[src/rtl/dffram_wb_adapter.sv]
// -----------------------------------------------------------------------------
// dffram_wb_adapter
//
// Wishbone classic (B3, non-pipelined) slave in front of a single-port DFFRAM
// macro. Each accepted bus request turns into exactly one registered RAM
// strobe cycle. Reads wait out the RAM read latency, register Do0 and then
// acknowledge. Every RAM-side output comes straight from a flop, so the bus
// address and data never reach the RAM decoders combinationally.
//
// Transaction timeline (cycle 0 = request accepted in IDLE):
//   write : cycle 1 strobe (WR), cycle 2 ack (ACK)
//   read  : cycle 1 strobe (RD), cycles 2..1+RD_LAT wait (RWAIT),
//           cycle RD_LAT+2 ack (ACK)
//
// Optional feature macro: DFFRAM_WB_POSTED_WR_EN
//   When defined, a write is acknowledged in its own strobe cycle (cycle 1)
//   and WR returns straight to IDLE. Reads are unaffected.
//
// Parameters
//   WSIZE   bytes per word (width of WE0 and wb_sel_i), data width 8*WSIZE
//   AW      word address width, RAM depth 2**AW
//   RD_LAT  cycles from the EN0 cycle to valid Do0, legal range 1..3
//
// Ports
//   CLK, RST         clock (rising edge), asynchronous active-high reset
//   wb_cyc_i/stb_i   bus cycle / strobe
//   wb_we_i          1 = write, 0 = read
//   wb_sel_i         byte enables (ignored on reads)
//   wb_adr_i         word address
//   wb_dat_i         write data
//   wb_dat_o         registered read data
//   wb_ack_o         single-cycle acknowledge
//   EN0, WE0, A0, Di0  registered RAM strobe, byte write enables, addr, data
//   Do0              RAM read data
// -----------------------------------------------------------------------------
module dffram_wb_adapter #(
  parameter int WSIZE  = 4,
  parameter int AW     = 8,
  parameter int RD_LAT = 1
) (
  input  logic                 CLK,
  input  logic                 RST,
  input  logic                 wb_cyc_i,
  input  logic                 wb_stb_i,
  input  logic                 wb_we_i,
  input  logic [WSIZE-1:0]     wb_sel_i,
  input  logic [AW-1:0]        wb_adr_i,
  input  logic [8*WSIZE-1:0]   wb_dat_i,
  output logic [8*WSIZE-1:0]   wb_dat_o,
  output logic                 wb_ack_o,
  output logic                 EN0,
  output logic [WSIZE-1:0]     WE0,
  output logic [AW-1:0]        A0,
  output logic [8*WSIZE-1:0]   Di0,
  input  logic [8*WSIZE-1:0]   Do0
);

  localparam int DW = 8 * WSIZE;
  // Wide enough to hold RD_LAT-1 for the whole legal range 1..3.
  localparam int CW = 2;

  typedef enum logic [2:0] {
    S_IDLE  = 3'd0,
    S_WR    = 3'd1,
    S_RD    = 3'd2,
    S_RWAIT = 3'd3,
    S_ACK   = 3'd4
  } state_t;

  state_t            state_r;
  logic [CW-1:0]     cnt_r;
  logic              ack_r;
  logic [DW-1:0]     dat_r;
  logic              en0_r;
  logic [WSIZE-1:0]  we0_r;
  logic [AW-1:0]     a0_r;
  logic [DW-1:0]     di0_r;
  logic              req_s;

  assign req_s = wb_cyc_i & wb_stb_i;

  // Controller: request capture, one-cycle RAM strobes, read wait, ack.
  always_ff @(posedge CLK or posedge RST) begin
    if (RST) begin
      state_r <= S_IDLE;
      cnt_r   <= '0;
      ack_r   <= 1'b0;
      dat_r   <= '0;
      en0_r   <= 1'b0;
      we0_r   <= '0;
      a0_r    <= '0;
      di0_r   <= '0;
    end else begin
      // Strobes and ack are single-cycle pulses; A0/Di0 hold their values.
      en0_r <= 1'b0;
      we0_r <= '0;
      ack_r <= 1'b0;
      case (state_r)
        S_IDLE: begin
          if (req_s) begin
            // The request is captured directly into the RAM-side registers,
            // so the strobe appears in cycle 1 with no extra pipeline stage.
            a0_r <= wb_adr_i;
            if (wb_we_i) begin
              // A write with no byte enables touches nothing in the RAM
              // but is still acknowledged on the normal schedule.
              en0_r   <= |wb_sel_i;
              we0_r   <= wb_sel_i;
              di0_r   <= wb_dat_i;
`ifdef DFFRAM_WB_POSTED_WR_EN
              ack_r   <= 1'b1;
`endif
              state_r <= S_WR;
            end else begin
              en0_r   <= 1'b1;
              state_r <= S_RD;
            end
          end else begin
            state_r <= S_IDLE;
          end
        end

        S_WR: begin
          // The RAM strobe in this cycle completes regardless of wb_cyc_i.
`ifdef DFFRAM_WB_POSTED_WR_EN
          state_r <= S_IDLE;
`else
          ack_r   <= 1'b1;
          state_r <= S_ACK;
`endif
        end

        S_RD: begin
          cnt_r   <= CW'(RD_LAT - 1);
          state_r <= S_RWAIT;
        end

        S_RWAIT: begin
          if (!wb_cyc_i) begin
            // Master abandoned the cycle: no ack, read data left untouched.
            cnt_r   <= '0;
            state_r <= S_IDLE;
          end else if (cnt_r == {CW{1'b0}}) begin
            // This edge ends cycle 1+RD_LAT, where Do0 is valid.
            dat_r   <= Do0;
            ack_r   <= 1'b1;
            state_r <= S_ACK;
          end else begin
            cnt_r   <= cnt_r - {{(CW-1){1'b0}}, 1'b1};
            state_r <= S_RWAIT;
          end
        end

        S_ACK: begin
          state_r <= S_IDLE;
        end

        default: begin
          state_r <= S_IDLE;
        end
      endcase
    end
  end

  // Ack is qualified by wb_cyc_i so a master that drops the cycle while the
  // ack flop is set never observes a stray acknowledge.
  assign wb_ack_o = ack_r & wb_cyc_i;
  assign wb_dat_o = dat_r;
  assign EN0      = en0_r;
  assign WE0      = we0_r;
  assign A0       = a0_r;
  assign Di0      = di0_r;

endmodule
[config.mk]
export PLATFORM = sky130hd
export DESIGN_NAME = dffram_wb_adapter
export DESIGN_NICKNAME = d
export VERILOG_FILES = /design/src/rtl/dffram_wb_adapter.sv
export SDC_FILE = /design/constraint.sdc
export NUM_CORES = 1
export LEC_CHECK = 0
export CAP_MARGIN = 20
export CORE_ASPECT_RATIO = 1.1
export CORE_MARGIN = 1
export CORE_UTILIZATION = 30
export CTS_CLUSTER_DIAMETER = 150
export DETAILED_ROUTE_END_ITERATION = 6
export MAX_ROUTING_LAYER = met4
export PLACE_DENSITY_LB_ADDON = 0.25
export SYNTH_ARGS = -nofsm -noshare
export SYNTH_HDL_FRONTEND = slang
export SYNTH_SLANG_ARGS = --single-unit
[constraint.sdc]
create_clock -name CLK -period 4.3 [get_ports CLK]
set_input_delay 1.29 -clock CLK [delete_from_list [all_inputs] [get_ports CLK]]
set_output_delay 1.29 -clock CLK [all_outputs]
set_load 0.02 [all_outputs]
### Word-level counts from Yosys, hierarchy flattened

Index checks and enable logic that the tools add are counted.

* add/sub/neg operators: 1
* eq/ne operators: 4
* mux-type cells: 17
* bitwise operators: 2
* reductions and logical operators: 8

Operators with widths (number)
* two-way mux 4 bit: 3
* case mux 3 bit (4 select lines): 1
* two-way mux 3 bit: 3
* equality test 3 x 2 -> 1 bit, second input constant: 2
* two-way mux 2 bit: 3
* AND reduction 3 bit: 2
* two-way mux 1 bit: 5
* case mux 2 bit (2 select lines): 1
* AND reduction 2 bit: 2
* OR reduction 4 bit: 1
* equality test 3 x 1 -> 1 bit, second input constant: 1
* logical NOT 3 bit: 1
* != test 3 bit, second input constant: 1
* AND 1 bit: 2
* logical NOT 2 bit: 1
* case mux 1 bit (2 select lines): 1
* nonzero test 2 bit: 1
* subtractor 2 x 1 -> 2 bit, second input constant: 1

* register bits: 83
* output and inout port bits: 78
* logic and storage cells: 40

### Depth between registers and ports, before layout

Gate-level depths: netlist of the first run.

* depth in word-level cells: 4
* depth in mapped cells: 5

### Worst setup path before layout of the first run

Ideal clock, no wire load.

* kind: in2out
* start point: input wb_cyc_i
* end point: output wb_ack_o
* data arrival time: 1500 ps
* required time: 3010 ps
* path slack: 1510 ps
* stages: 1
* path through: and2_1

* cells in the longest elaborated chain, start to end: 1

RTL lines
* start, declared: RTL line 43 `input logic wb_cyc_i,`
* AND 1 bit: RTL line 167 `assign wb_ack_o = ack_r & wb_cyc_i;`
* end, declared: RTL line 50 `output logic wb_ack_o,`

Every way passes these cells.

### Final worst setup path of the first run

Ends and elaborated chain as after synthesis.

==> out/results.ini, run 1 <==
[placement]
port_buffers=158
dp_hpwl_mm=5.120
gp_congestion=0.6621

[cts]
clkLatencyLatePin_ns=0.33
number_of_cells_upsized_or_downsized_after_cts=0
ctsHoldBuffers=0
cts_sinks=83
postCtsSetupRepairBufs=0
cts.reportedPaths.clkPinSlew_ns=0.06
cts-buffers-inserted=9
cts_tree=built
clock_tree.htree_level_count=3
cts_root_buf=clkbuf_16
clockBufferDepth=2

[die]
chipWidth_um=102.4
ios=159
placeableCoreArea_um2=10590
rows=39
die-area_um2=11510
initial_utilization_pct=31.41
die_h_um=112.4

[setup_path]
timing.setup.critical_path_class=primary input to primary output
worst_setup_sp_type=primary input
critPathRequiredTime_ns=3.01
critical_path.endpoint_type=primary output
timing.critical_path.fanout_max=6
timing.critical_path.arrival_ns=2.66

[timing]
post-route-period-util_pct=91.79
period_needed_ns=3.947
tightest_slew_ns=0.7176
final_hold_viol_count=0
max_freq_mhz=253.4
maxSlewHeadroom_pct=52.16
setup_violations=0
report.final.slew_viol_count=0
clock_skew_ns=0.005748
rsz_0062_raised_after_global_routing=no
setup-tns-final_ns=0

[power]
comb_power_share_pct=44.8
powerDensity_nw_per_um2=715.7
clock_power_share_pct=21.4
power_switching_share_pct=32.00
power.total_w=0.003849
share_seq_of_total_power_pct=33.8
power.net_switching_w=0.001232
power_leakage_nw=2.446
ir_drop_worst_case_vdd_uv=345.4
internal_power_contribution_w=0.002617

[synth]
synth_seq_cells=83
yosysWarnings=0
avgSynthCellArea_um2=17.05
synth.yosys.seq_area_share_pct=62.45
synth_nets=277
netlist_instances=195
number_of_distinct_library_cells_after_synthesis=26
syn-cell-area_um2=3326

[route]
totalWireLength_mm=7.293
detailedRoute.firstPassIterationCount=4
routed_via_density=4.281
avgRoutedWirePerCell_um=14.36
drt_iter0_drc=34
dr_total_vias=2175
post-route-drc-count=0
final_antenna_net_count=0

[finish]
design.final.nets=443
layout_commonest_cell=clkdlybuf4s50_1
fill_cells=919
seq_area_um2=2077
multi_input_gate_area_um2=1159
final_layout_size_suffix_gt1_share_pct=24.66
insertedDiodeCount=0
syn2layout_area_growth_pct=61.70
most-common-layout-cells=158 x clkdlybuf4s50_1, 83 x dfrtp_1, 37 x mux2_4, 29 x mux2_2, 9 x clkbuf_16

[global_routing]
antenna_found_initial=0
first_global_vias=2322
grt_start_max_net_pins=42
grt.overflow.total=0
global_route_wire_length_before_repair_mm=11.51
grt.total_usage_pct=13.58

[outcome]
outcome=finished clean

[min_path]
worst_hold_path_type=register to register

[run]
cap_violations=0

## worst max-delay path: stages
cell and delay (ns):
clkdlybuf4s50_1 0.58, and2_1 0.17, clkdlybuf4s50_1 0.62
## metal layers
layer  part of all wire, %  wire length [µm]  GRT usage (%)
met2                    46              3370          20.09
met4                  0.93                68          6.190
met1                    46              3340          17.22
met5                     0                 0              -
met3                   7.0               514          3.736
## path summary, 6_finish.rpt
path,start,end,slack [ns],cells after the start
min,wb_dat_o[26],wb_dat_o[26],0.49,1
max in group asynchronous,RST,wb_dat_o[6],2.16,3
max reg2reg,cnt_r[0],wb_dat_o[24],2.44,5
min reg2reg,wb_dat_o[26],wb_dat_o[26],0.49,1
min in group asynchronous,RST,wb_dat_o[19],1.36,2
max,wb_cyc_i,wb_ack_o,0.35,3
## area by class of cell
cell class                 instances  share of cell area [%]
inverter                           4                  0.3025
clock buffer                       9                   4.188
sequential                        83                   38.62
tap                              143                   3.327
multi-input combinational        101                   21.54
clock inverter                     6                   1.675
timing repair buffer             162                   30.34
## per-stage QoR
step | setup WS [ns] | area [µm²] | utilization [%] | hold slack, ns | std cells
after global routing | 0.3013 | 5378 | 50.79 | 0.5123 | 508
final | 0.3532 | 5378 | 50.79 | 0.4869 | 508
after CTS | 0.3568 | 5350 | 50.53 | 0.4955 | 507
after global placement | 0.3641 | 5035 | 47.55 | 0.4743 | 492
after floorplan | 0.8732 | 3326 | - | 0.4764 | 195
after detailed placement | 0.3588 | 5035 | 47.55 | 0.4808 | 492
## flip-flops by register name, indices dropped and copies added, names as in the netlist
signal,count
Di0,32
wb_dat_o,32
A0,8
WE0,4
state_r,3
cnt_r,2
EN0,1
ack_r,1
## power groups by stage
stage | registers [W] | logic [W] | clock network (W)
floorplan | 0.00168 | 0.000564 | 0
global placement | 0.00130 | 0.00172 | 0
detailed placement | 0.00131 | 0.00174 | 0
CTS | 0.00130 | 0.00174 | 0.000845
global route | 0.00135 | 0.00183 | 0.000889
finish | 0.00130 | 0.00173 | 0.000823
## logic make-up after synthesis
family / Yosys count / share of synthesized area (%)
compound gates: 9 / 1.655
mux: 72 / 28.55
simple gates: 19 / 4.251
buf+inv: 11 / 2.709
flops: 83 / 62.45
fa+ha+maj: 1 / 0.3762
## cell usage after synthesis
master | count | area (µm²)
nor2b_4 | 1 | 13.76
a211oi_1 | 2 | 15.01
and3_1 | 4 | 25.02
o21ai_0 | 2 | 10.01
nand2b_1 | 1 | 6.260
inv_1 | 4 | 15.01
nor2_1 | 1 | 3.750
and4bb_4 | 1 | 16.27
and2b_1 | 1 | 7.510
nor2b_1 | 2 | 12.51
nor4_1 | 1 | 6.260
a21oi_1 | 2 | 10.01
and2_1 | 1 | 6.260
mux2_1 | 6 | 67.56
dfrtp_1 | 83 | 2077
nor4b_1 | 1 | 8.760
nand4_2 | 1 | 12.51
mux2_2 | 29 | 326.6
o22ai_1 | 2 | 12.51
mux2_4 | 37 | 555.5
ha_1 | 1 | 12.51
buf_8 | 3 | 45.04
a22oi_1 | 1 | 7.510
nand2_1 | 3 | 11.26
nand2_4 | 1 | 11.26
buf_4 | 4 | 30.03
No activity file was read; power rests on OpenSTA's default activity.
==> run 2: changes to the inputs <==
- CORE_UTILIZATION: 30 -> 41
==> run 2 against run 1 <==
Fmax increased by 0.86%; sequential power about the same; first-iteration DRC count increased by 120%; hold slack improved by 0.0066 ns; clock power is 25% lower; design area is 2.6% lower; worst setup slack improved by 0.034 ns; highest routed layer unchanged; total power is 5.3% lower; largest power group unchanged; via count increased by 1.4%.
==> out/results.ini, run 2 (synthesis gave the netlist of run 1 again) <==
[min_path]
hold-path-cell-count=1
worst_hold_startpoint=wb_dat_o[27]
worst_hold_path_type=register to register
hold-path-endpoint=wb_dat_o[27]

[placement]
port_buffers=158
detailedPlace.worstSlack_ns=0.3850
dp_hpwl_mm=5.073
gp_congestion=0.6791
placed_cells=456

[cts]
ctsHoldBuffers=0
postCtsSetupRepairBufs=0
clock_tree.htree_level_count=3
cts_tree=built
clockBufferDepth=2
cts-buffers-inserted=9
number_of_cells_upsized_or_downsized_after_cts=0
cts_root_buf=clkbuf_8
clkLatencyLatePin_ns=0.33
cts_sinks=83
cts.reportedPaths.clkPinSlew_ns=0.09

[die]
rows=34
ios=159
die_h_um=96.46
placeableCoreArea_um2=7870
chipWidth_um=87.87
initial_utilization_pct=42.26
die-area_um2=8476

[finish]
syn2layout_area_growth_pct=57.56
insertedDiodeCount=0
finalCoreUtilization_pct=66.58
most-common-layout-cells=158 x clkdlybuf4s50_1, 83 x dfrtp_1, 37 x mux2_4, 29 x mux2_2, 10 x clkbuf_8
final-instance-count-excl-fill=473
design.final.nets=442
final_layout_size_suffix_gt1_share_pct=24.38
layout_commonest_cell=clkdlybuf4s50_1

[global_routing]
grt.total_usage_pct=16.97
grt_start_max_net_pins=84
first_global_vias=2232
global_route_wire_length_before_repair_mm=10.48
grt.overflow.total=0
antenna_found_initial=0

[route]
detailedRoute.firstPassIterationCount=4
totalWireLength_mm=7.010
drt_iter0_drc=75
dr_total_vias=2206
avgRoutedWirePerCell_um=14.82
post-route-drc-count=0
routed_via_density=4.664
final_antenna_net_count=0

[power]
power_leakage_nw=2.405
ir_drop_worst_case_vdd_uv=357.7
powerDensity_nw_per_um2=695.9

[setup_path]
timing.setup.critical_path_class=primary input to primary output
worst_setup_sp_type=primary input
timing.reg2reg.worst_path_depth=3
timing.critical_path.arrival_ns=2.62
critical_path.reg2reg.endpoint=Di0[29]
r2r_slack_ns=2.49
timing.critical_path.from=wb_cyc_i
critical_path.endpoint_type=primary output
rr_startpoint=state_r[2]
critPathRequiredTime_ns=3.01
timing.critical_path.fanout_max=6

[timing]
tightest_slew_ns=0.6038
post-route-period-util_pct=91.00
clock_skew_ns=0.01375
final_critical_path_setup_slack_ns=0.3870
setup_violations=0
final_hold_viol_count=0
setup-tns-final_ns=0
report.final.slew_viol_count=0
period_needed_ns=3.913
rsz_0062_raised_after_global_routing=no
max_freq_mhz=255.6
maxSlewHeadroom_pct=59.75

[outcome]
outcome=finished clean

[run]
cap_violations=0

run 2: final cells by class:
| class | instances | area (µm²) |
|---|---|---|
| sequential | 83 | 2077 |
| timing repair buffer | 161 | 1629 |
| fill | 581 | 2630 |
| multi-input combinational | 101 | 1159 |
| clock buffer | 11 | 141.4 |
| clock inverter | 5 | 82.58 |
| tap | 108 | 135.1 |
| inverter | 4 | 16.27 |
run 2: stage by stage:
step           total power, W  hold slack (ns)  area, µm²
3_5_place_dp         0.003055           0.4800       4996
4_1_cts              0.003690           0.5001       5220
5_1_grt              0.003846           0.5121       5240
3_3_place_gp         0.003009           0.4734       4996
6_report             0.003646           0.4935       5240
2_1_floorplan        0.002248           0.4764       3326
run 2: layer usage:
layer	vias to the layer above	global-route usage, %	share of wire [%]
li1	1019	-	-
met1	1078	20.22	41
met2	102	27.07	49
met3	7	4.418	8.6
met4	0	7.787	1.4
met5	-	-	0
run 2: power by group:
group / total [W] / switching (W) / internal, W / leakage (nW)
logic: 0.00173 / 0.000734 / 0.000993 / 1.25
clock network: 0.000619 / 0.000272 / 0.000347 / 0.114
registers: 0.00130 / 0.000185 / 0.00111 / 1.04
total: 0.00365 / 0.00119 / 0.00245 / 2.40
run 2: worst max-delay path by stage:
stage	to	slack [ns]	depth (start not counted)
4_1_cts	wb_ack_o	0.39	3
2_1_floorplan	A0[0]	0.87	1
6_report	wb_ack_o	0.39	3
3_5_place_dp	wb_ack_o	0.38	3
3_3_place_gp	wb_ack_o	0.39	3
5_1_grt	wb_ack_o	0.34	3
run 2: worst max-delay path, cell delays in order:
cell and delay (ns):
clkdlybuf4s50_1 0.57, and2_1 0.15, clkdlybuf4s50_1 0.61
==> run 3: changes to the inputs <==
- CTS_CLUSTER_DIAMETER: 150 -> not set
- SKIP_CTS_REPAIR_TIMING: not set -> 1
==> results of run 3 <==
No change in the layout: final DEF, timing and power equal those of run 2.
